===== config.mk =====
export PLATFORM = sky130hd
export DESIGN_NAME = fix2flt_seq_flat
export DESIGN_NICKNAME = d
export VERILOG_FILES = /design/src/rtl/fix2flt_seq_if.sv /design/src/rtl/fix2flt_seq.sv /design/src/flat_wrapper.sv
export SDC_FILE = /design/constraint.sdc
export NUM_CORES = 1
export LEC_CHECK = 0
export ABC_CLOCK_PERIOD_IN_PS = 1850
export CAP_MARGIN = 20
export CELL_PAD_IN_SITES_DETAIL_PLACEMENT = 1
export CELL_PAD_IN_SITES_GLOBAL_PLACEMENT = 1
export CORE_ASPECT_RATIO = 0.8
export CORE_MARGIN = 5
export CORE_UTILIZATION = 39
export DETAILED_ROUTE_END_ITERATION = 8
export PLACE_DENSITY_LB_ADDON = 0.1
export SKIP_CTS_REPAIR_TIMING = 1
export SLEW_MARGIN = 0
export SYNTH_ARGS = -nofsm -noshare
export SYNTH_HDL_FRONTEND = slang
export SYNTH_SLANG_ARGS = --single-unit

===== constraint.sdc =====
create_clock -name clk -period 1.85 [get_ports clk]
set_input_delay 0.555 -clock clk [delete_from_list [all_inputs] [get_ports clk]]
set_output_delay 0.555 -clock clk [all_outputs]
set_load 0.05 [all_outputs]

===== src/rtl/fix2flt_seq_if.sv =====
// Control and byte-memory bus of the fixed-to-float converter.
interface fix2flt_seq_if;
  logic       start;
  logic       done;
  logic       busy;
  logic [7:0] mem_addr;
  logic       mem_wr_en;
  logic [7:0] mem_wr_data;
  logic [7:0] mem_rd_data;

  modport master (
    output start, mem_rd_data,
    input  done, busy, mem_addr, mem_wr_en, mem_wr_data
  );

  modport slave (
    input  start, mem_rd_data,
    output done, busy, mem_addr, mem_wr_en, mem_wr_data
  );
endinterface


===== src/rtl/fix2flt_seq.sv =====
// Sequential 16-bit sign-magnitude to half-float converter working through a byte memory.
// It reads two source bytes, normalizes one bit per cycle, and writes the two result bytes.
module fix2flt_seq #(
  parameter logic [7:0] SRC_LO_ADDR = 8'd0,
  parameter logic [7:0] SRC_HI_ADDR = 8'd1,
  parameter logic [7:0] DST_LO_ADDR = 8'd2,
  parameter logic [7:0] DST_HI_ADDR = 8'd3,
  parameter logic [4:0] EXP_INIT    = 5'd21
) (
  input logic          clk,
  input logic          reset,
  fix2flt_seq_if.slave bus
);

  typedef enum logic [2:0] {
    IDLE, RD_HI, RD_LO, NORM, WR_LO, WR_HI, DONE
  } state_t;

  state_t      state, state_nxt;
  logic [7:0]  in_hi;
  logic [14:0] mag;
  logic [4:0]  exp;
  logic        sign;
  logic [15:0] result;

  // A zero magnitude is never shifted, so it alone selects the signed-zero result.
  assign result = (mag == '0) ? {sign, 15'b0} : {sign, exp, mag[13:4]};

  always_ff @(posedge clk) begin
    if (reset) state <= IDLE;
    else       state <= state_nxt;
  end

  always_ff @(posedge clk) begin
    if (reset) begin
      in_hi <= '0;
      mag   <= '0;
      exp   <= '0;
      sign  <= 1'b0;
    end else begin
      case (state)
        RD_HI: in_hi <= bus.mem_rd_data;
        RD_LO: begin
          sign <= in_hi[7];
          mag  <= {in_hi[6:0], bus.mem_rd_data};
          exp  <= EXP_INIT;
        end
        NORM: begin
          if (mag != '0 && !mag[14]) begin
            mag <= {mag[13:0], 1'b0};
            exp <= exp - 5'd1;
          end
        end
        default: ;
      endcase
    end
  end

  always_comb begin
    state_nxt       = state;
    bus.busy        = 1'b1;
    bus.done        = 1'b0;
    bus.mem_addr    = '0;
    bus.mem_wr_en   = 1'b0;
    bus.mem_wr_data = '0;
    case (state)
      IDLE: begin
        bus.busy = 1'b0;
        if (bus.start) state_nxt = RD_HI;
      end
      RD_HI: begin
        bus.mem_addr = SRC_HI_ADDR;
        state_nxt    = RD_LO;
      end
      RD_LO: begin
        bus.mem_addr = SRC_LO_ADDR;
        state_nxt    = NORM;
      end
      NORM: begin
        if (mag == '0 || mag[14]) state_nxt = WR_LO;
      end
      WR_LO: begin
        bus.mem_addr    = DST_LO_ADDR;
        bus.mem_wr_en   = 1'b1;
        bus.mem_wr_data = result[7:0];
        state_nxt       = WR_HI;
      end
      WR_HI: begin
        bus.mem_addr    = DST_HI_ADDR;
        bus.mem_wr_en   = 1'b1;
        bus.mem_wr_data = result[15:8];
        state_nxt       = DONE;
      end
      DONE: begin
        bus.busy = 1'b0;
        bus.done = 1'b1;
        if (bus.start) state_nxt = RD_HI;
      end
      default: state_nxt = IDLE;
    endcase
  end

endmodule


===== src/flat_wrapper.sv =====
// flat-port wrapper written by rule: the top's interface ports become plain ports
module fix2flt_seq_flat 
#(
  parameter logic [7:0] SRC_LO_ADDR = 8'd0,
  parameter logic [7:0] SRC_HI_ADDR = 8'd1,
  parameter logic [7:0] DST_LO_ADDR = 8'd2,
  parameter logic [7:0] DST_HI_ADDR = 8'd3,
  parameter logic [4:0] EXP_INIT    = 5'd21
)
  (clk, reset, bus_start, bus_mem_rd_data, bus_done, bus_busy, bus_mem_addr, bus_mem_wr_en, bus_mem_wr_data);
  fix2flt_seq_if bus_i ();
  input logic clk;
  input logic reset;
  input wire logic [$bits(bus_i.start)-1:0] bus_start;
  input wire logic [$bits(bus_i.mem_rd_data)-1:0] bus_mem_rd_data;
  output wire logic [$bits(bus_i.done)-1:0] bus_done;
  output wire logic [$bits(bus_i.busy)-1:0] bus_busy;
  output wire logic [$bits(bus_i.mem_addr)-1:0] bus_mem_addr;
  output wire logic [$bits(bus_i.mem_wr_en)-1:0] bus_mem_wr_en;
  output wire logic [$bits(bus_i.mem_wr_data)-1:0] bus_mem_wr_data;
  assign bus_i.start = bus_start;
  assign bus_i.mem_rd_data = bus_mem_rd_data;
  assign bus_done = bus_i.done;
  assign bus_busy = bus_i.busy;
  assign bus_mem_addr = bus_i.mem_addr;
  assign bus_mem_wr_en = bus_i.mem_wr_en;
  assign bus_mem_wr_data = bus_i.mem_wr_data;
  fix2flt_seq #(.SRC_LO_ADDR(SRC_LO_ADDR), .SRC_HI_ADDR(SRC_HI_ADDR), .DST_LO_ADDR(DST_LO_ADDR), .DST_HI_ADDR(DST_HI_ADDR), .EXP_INIT(EXP_INIT)) u_core (.clk(clk), .reset(reset), .bus(bus_i));
endmodule

---- After elaboration in Yosys (flattened, before gate mapping) ----
Index checks and enable logic that the tools add are counted.
word-level totals
  register bits ........................... 32
  bits of input ports ..................... 11
cells by class
  $add $sub $neg .......................... 1
  equal/unequal tests ..................... 9
  muxes and demuxes ....................... 13
  reductions and logical operators ........ 11
operator list
  operator                                                                count
  15-bit 2-to-1 mux                                                       2
  15-bit one-hot mux with 2 select lines                                  1
  3-bit one-hot mux with 6 select lines                                   1
  8-bit one-hot mux with 2 select lines                                   1
  15-bit logical NOT                                                      1
  15-bit nonzero test                                                     1
  5-bit one-hot mux with 2 select lines                                   1
  3-bit equality test (second input constant)                             3
  3-bit by 2-bit equality test with 1-bit output (second input constant)  2
  3-bit 2-to-1 mux                                                        2
  2-bit by 1-bit != test with 1-bit output (second input constant)        3
  2-bit one-hot mux with 3 select lines                                   1
  5-bit 2-to-1 mux                                                        1
  5-bit by 1-bit subtractor with 5-bit output (second input constant)     1
  2-bit AND reduction                                                     2
  2-bit OR reduction                                                      2
  3-bit by 1-bit equality test with 1-bit output (second input constant)  1
  3-bit logical NOT                                                       1
  1-bit 2-to-1 mux                                                        3
  2-bit nonzero test                                                      1
  1-bit logical AND                                                       1
  1-bit logical NOT                                                       1
  1-bit logical OR                                                        1

---- Logic depth before layout (Yosys ltp) ----
Gate-level depths: netlist of run 1.
  depth after elaboration ................. 4
  depth in mapped cells ................... 6
  mapped depth without buffers ............ 5

---- Worst setup path before layout of run 1 ----
OpenSTA, ideal clock, no wires.
  path kind ............................... reg-to-output
  start point ............................. register u_core.state[2]
  end point ............................... output port bus_mem_wr_data[5]
  data arrival time ....................... 1.875 ns
  path slack .............................. -0.580 ns
  stages on the path, launching flop included .. 5
  path buffers ............................ 0
  path through ............................ dfxtp_1 -> nand2b_1 -> inv_1 -> nand2_1 -> a21oi_1
on the way
  cells in the longest elaborated chain, start to end .. 2
  elaborated cells between the ends (all ways) .. 3
  those cells by class .................... eq/ne: 2; mux: 1
ends and longest elaborated chain
  element                                  line                source
  start: declaration                       fix2flt_seq.sv:19   state_t state, state_nxt;
  start signal: assignment                 fix2flt_seq.sv:31   else state <= state_nxt;
  3-bit equality test                      fix2flt_seq.sv:66   case (state)
  8-bit one-hot mux with 2 select lines *  fix2flt_seq.sv:66
  end: declaration                         flat_wrapper.sv:20  output wire logic [$bits(bus_i.mem_wr_data)-1:0] bus_mem_wr_data;
Every way passes the cells marked *; elsewhere a longest branch is shown, timed or not.

---- Worst setup path in the final report of run 1 ----
  start point ............................. register u_core.mag[12]
  end point ............................... output port bus_mem_wr_data[4]
on the way
  cells in the longest elaborated chain, start to end .. 3
ends and longest elaborated chain
  element                                line               source
  start: declaration                     fix2flt_seq.sv:21  logic [14:0] mag;
  start signal: assignment               fix2flt_seq.sv:45  mag <= {in_hi[6:0], bus.mem_rd_data};
  start signal: assignment               fix2flt_seq.sv:50  mag <= {mag[13:0], 1'b0};
  15-bit logical NOT                     fix2flt_seq.sv:27  assign result = (mag == '0) ? {sign, 15'b0} : {sign, exp, mag[13:4]};
  15-bit 2-to-1 mux                      fix2flt_seq.sv:27
  8-bit one-hot mux with 2 select lines  fix2flt_seq.sv:66
Every way passes these cells.

==> results.toml, run 1 <==
[synthesis]
ys.flop_type = "dfxtp_1"
yosys_warnings = 0
netlist_instances = 212
ys_async_sr_fraction_pct = 0
ys_ff_latch = 32
synthesis.area_um2 = 1820
synth-seq-area-share_pct = 35.2
avgSynthCellArea_um2 = 8.59
synth_cell_types = 42
synth_edf_count = 0

[detailed_routing]
drc = 0
routedWlPerCell_um = 20.9
num_vias = 1836
finalWirelength_mm = 6.56
avgViaCountPerCell = 5.85
drt_iter0_drc = 133
ant_nets = 0
drt_pass1_iterations = 5

[global_routing]
grt_first_pass_wirelength_mm = 9.60
grtUsageTotal_pct = 20.0
overflow = 0
grt_pass1_vias = 1848
antenna_found_initial = 0
grt_start_max_net_pins = 32

[sta]
fin_hold_ws_ns = 0.483
fin_ws_ns = -0.255
setup_viol = 6
hold_viol = 0
slew_viol_final = 0
fmax_mhz = 475
fin_crit_ns = 2.11
rsz0062_at_grt = "true"
fin_skew_ns = 0.00467
fin_crit_sh_pct = 114

[finish]
layout_common_cells = "dfxtp_1 (28), buf_4 (26), mux2i_1 (24), nor2_1 (23), nor3_1 (15)"
n_fill_cell = 509
n_antenna_cell = 0
multi_input_area_um2 = 1170
area_delta_synth_final_pct = 44.8
final_common_cell = "dfxtp_1"
final-seq-area_um2 = 656
drive_above_1_share_pct = 29.9
fin_area_um2 = 2640
final_util_pct = 58.1
nNetsFinal = 266

[outcome]
outcome = "finished with violations"
violations = "negative setup slack"

[worst_setup_path]
crit_slowest_cell = "dfxtp_4"
regToRegStartpoint = "u_core.mag[12]"
worstPathArrival_ns = 1.55
required_ns = 1.29
slowest_delay_ns = 0.36
cp-end-kind = "primary output"
startpoint = "u_core.mag[12]"
regToRegSetupSlack_ns = 0.10
crit_type = "reg -> out"
reg2reg_to = "u_core.mag[6]"
cp_cell_sequence = "nor4_4 -> nand4_2 -> nand2_4 -> nor2_4 -> buf_12"
ff2ff_path_depth = 5
endpoint = "bus_mem_wr_data[4]"
critPathLaunchType = "flip-flop"
crit_fanout = 5

[floorplanning]
rows = 22
die-area_um2 = 6150
fp.dieW_um = 86.4
start_util_pct = 40.1
coreArea_um2 = 4540
ios = 30
die_height_um = 71.1

[clock_tree]
insertion_delay_ns = 0.28
cts_sinks = 32
clkTransAtPathRegs_ns = 0.07
cts_made_buffers = 5
clk_path_buf_depth = 2
cts_tree = "done"
root_buffer = "clkbuf_8"
htreeDepth = 2

[place]
io_buffers = 23
place_hpwl_mm = 4.15
place_area_um2 = 2370
post-place-ws_ns = -0.0371
gp_congestion = 0.856

[run]
drv_cap = 0

[power]
p_leak_nw = 0.975
ir_drop_mv = 0.762
powerDensity_nw_per_um2 = 1630

[worst_hold_path]
hold_depth = 2
hold_path_class = "reg -> reg"
holdCritStartpoint = "u_core.in_hi[7]"
[critical path: cells and delay by family, from the launching register on]
family / cells / cell delay (ns)
buf+inv: 1 / 0.15
flops: 1 / 0.36
simple gates: 4 / 0.74
[power by group]
| group | total, mW | internal [mW] | leakage [nW] | switching [mW] |
|---|---|---|---|---|
| sequential | 1.11 | 0.890 | 0.264 | 0.221 |
| clock | 0.516 | 0.256 | 0.0410 | 0.260 |
| combinational | 2.68 | 1.12 | 0.670 | 1.56 |
| total | 4.31 | 2.27 | 0.975 | 2.04 |
[how the worst min path moves through the flow]
stage / endpoint
2_1_floorplan: u_core.sign
3_3_place_gp: u_core.sign
3_5_place_dp: u_core.sign
4_1_cts: u_core.sign
5_1_grt: u_core.sign
6_report: u_core.sign
[cell usage after synthesis, types with 3 or more instances]
master / n / area share, %
a21oi_1: 8 / 2.2
a222oi_1: 12 / 6.6
a31oi_1: 3 / 1.0
buf_2: 7 / 1.9
buf_4: 8 / 3.3
clkbuf_1: 5 / 1.0
dfxtp_1: 32 / 35
inv_1: 6 / 1.2
mux2i_1: 26 / 14
nand2_1: 9 / 1.9
nand2b_1: 8 / 2.7
nand3_1: 5 / 1.4
nor2_1: 29 / 6.0
nor3_1: 15 / 4.1
nor3b_1: 3 / 1.2
o21ai_0: 5 / 1.4
[registers in the layout, indices dropped and copies added, names as in the netlist]
| signal | cells |
|---|---|
| u_core.exp | 5 |
| u_core.in_hi | 8 |
| u_core.mag | 15 |
| u_core.sign | 1 |
| u_core.state | 3 |
[metal layers]
layer  part of all wire (%)  GRT usage, %  vias up
li1                       -             -      855
met1                     44          26.7      910
met2                     50          32.3       64
met3                    4.6          4.19        7
met4                    1.1          5.71        0
met5                      0             0        -
[per-stage QoR]
stage | std cells | power, mW | TNS (ns)
3_3_place_gp | 299 | 3.33 | 0
2_1_floorplan | 217 | 2.75 | -0.344
5_1_grt | 314 | 4.54 | -2.12
3_5_place_dp | 299 | 3.40 | -0.142
4_1_cts | 306 | 3.94 | -2.33
6_report | 314 | 4.31 | -1.49
[final cells by class]
class	instances	area share [%]
clock buffer	6	2.75
clock inverter	1	0.190
inverter	6	0.996
multi-input combinational	156	44.2
sequential	32	24.9
tap	60	2.85
timing repair buffer	53	24.1
[kinds of logic (layout without fill, tap and decap cells)]
family,Yosys count,count (layout),synth area share (%)
flip-flops,32,32,35.2
AND/OR/NAND/NOR,84,84,24.9
other,1,6,0.206
multiplexers,26,26,14.3
AO/OA/AOI/OAI,39,39,15.8
adder cells (fa/ha/maj),1,1,0.687
buffers and inverters,29,66,8.93
Note: power is estimated with default switching activity, not from simulation.
==> run 2: changes to the inputs <==
--- a/config.mk
+++ b/config.mk
@@ -13,7 +13,7 @@
 export CORE_MARGIN = 5
 export CORE_UTILIZATION = 39
 export DETAILED_ROUTE_END_ITERATION = 8
-export PLACE_DENSITY_LB_ADDON = 0.1
+export PLACE_DENSITY = 0.86
 export SKIP_CTS_REPAIR_TIMING = 1
 export SLEW_MARGIN = 0
 export SYNTH_ARGS = -nofsm -noshare
==> run 2 against run 1 <==
The run still ends with negative setup slack left. Sequential cell count is the same. Sequential power is essentially flat. Clock power grew 16%. Worst hold slack gained 0.028 ns. Via count shrank 1.1%. Non-clock buffer count is the same. Clock skew grew 0.0051 ns. Global-route usage shrank 0.84 points. Total power is essentially flat. Count of clock-buffer cells in the layout grew 1.
==> results.toml, run 2 (synthesis results as in run 1) <==
[outcome]
outcome = "finished with violations"
violations = "negative setup slack"

[global_routing]
grtUsageTotal_pct = 19.1
grt_start_max_net_pins = 28
overflow = 0
grt_first_pass_wirelength_mm = 9.25
grt_pass1_vias = 1780
antenna_found_initial = 0

[sta]
fin_setup_tns_ns = -1.57
fin_hold_ws_ns = 0.511
fin_crit_ns = 2.14
fin_skew_ns = 0.00980
rsz0062_at_grt = "true"
fin_crit_sh_pct = 116
fin_ws_ns = -0.288
setup_viol = 6
slew_viol_final = 0
fmax_mhz = 468
hold_viol = 0

[worst_setup_path]
crit_type = "reg -> out"
reg2reg_to = "u_core.mag[7]"
required_ns = 1.29
startpoint = "u_core.mag[12]"
ff2ff_path_depth = 5
crit_fanout = 5
regToRegSetupSlack_ns = 0.09
cp-end-kind = "primary output"
critPathLaunchType = "flip-flop"
regToRegStartpoint = "u_core.mag[12]"
worstPathArrival_ns = 1.58

[worst_hold_path]
holdCritStartpoint = "u_core.sign"
hold_depth = 2
hold_path_class = "reg -> reg"
min_to = "u_core.sign"

[clock_tree]
clkTransAtPathRegs_ns = 0.07
clk_path_buf_depth = 2
cts_sinks = 32
cts_made_buffers = 5
htreeDepth = 2
root_buffer = "clkbuf_8"
insertion_delay_ns = 0.30
cts_tree = "done"

[finish]
largest_reg_flops = 15
fin_area_um2 = 2620
n_antenna_cell = 0
largest_registers = "u_core.mag x15, u_core.in_hi x8, u_core.exp x5"
layout.cells.non_filler = 314
largest-register = "u_core.mag"
layout_common_cells = "buf_4 (26), dfxtp_1 (26), mux2i_1 (25), nor2_1 (23)"
final_util_pct = 57.8
drive_above_1_share_pct = 30.7
nNetsFinal = 266
area_delta_synth_final_pct = 44.0

[power]
p_leak_nw = 0.979
total_power_mw = 4.31
ir_drop_mv = 0.910
powerDensity_nw_per_um2 = 1640

[floorplanning]
fp.dieW_um = 86.4
coreArea_um2 = 4540
ios = 30
die_height_um = 71.1
rows = 22
die-area_um2 = 6150
start_util_pct = 40.1

[detailed_routing]
routedWlPerCell_um = 19.2
drc = 0
avgViaCountPerCell = 5.78
drt_pass1_iterations = 4
num_vias = 1815
finalWirelength_mm = 6.03
ant_nets = 0
drt_iter0_drc = 135

[place]
place_hpwl_mm = 4.12
post-place-ws_ns = -0.0604
dp.cells = 300
gp_congestion = 0.784
io_buffers = 23
place_area_um2 = 2370

[run]
drv_cap = 0
run 2: changes by cell type in the layout (fill, tap and decap cells not counted), sizes merged:
cell | before | now
buf | 41 | 42
clkinv | 1 | 0
run 2: where the power goes:
| part | switching (mW) | leakage [nW] | internal (mW) | total, mW |
|---|---|---|---|---|
| sequential | 0.196 | 0.264 | 0.888 | 1.08 |
| clock | 0.269 | 0.0503 | 0.331 | 0.600 |
| combinational | 1.52 | 0.665 | 1.11 | 2.62 |
run 2: how the worst max path moves through the flow:
stage          cells past startpoint                  to  slack (ns)
5_1_grt                            5  bus_mem_wr_data[6]       -0.32
3_5_place_dp                       5  bus_mem_wr_data[4]       -0.06
6_report                           5  bus_mem_wr_data[4]       -0.29
3_3_place_gp                       5  bus_mem_wr_data[6]       0.006
4_1_cts                            5  bus_mem_wr_data[4]       -0.38
2_1_floorplan                      3  bus_mem_wr_data[0]       -0.15
run 2: critical path, cell delays in order, from the launching register on:
cell     delay [ns]
dfxtp_2        0.36
nor4_4         0.33
nand4_2        0.19
nand2_4        0.19
nor2_4         0.06
buf_12         0.15
run 2: area by class of cell:
class	instances	area [um2]
clock buffers	7	96.3
fillers	517	1920
flip-flops and latches	32	651
inverters	6	26.3
repair buffers	53	623
multi-input cells	156	1150
well taps	60	75.1
run 2: layer usage:
metal  track usage, %  wire, um  vias to the layer above
met1             24.8      2660                      904
met5                0         0                        -
met2             31.7      2980                       48
met4             5.71        65                        0
met3             4.07       333                        6
li1                 -         -                      857
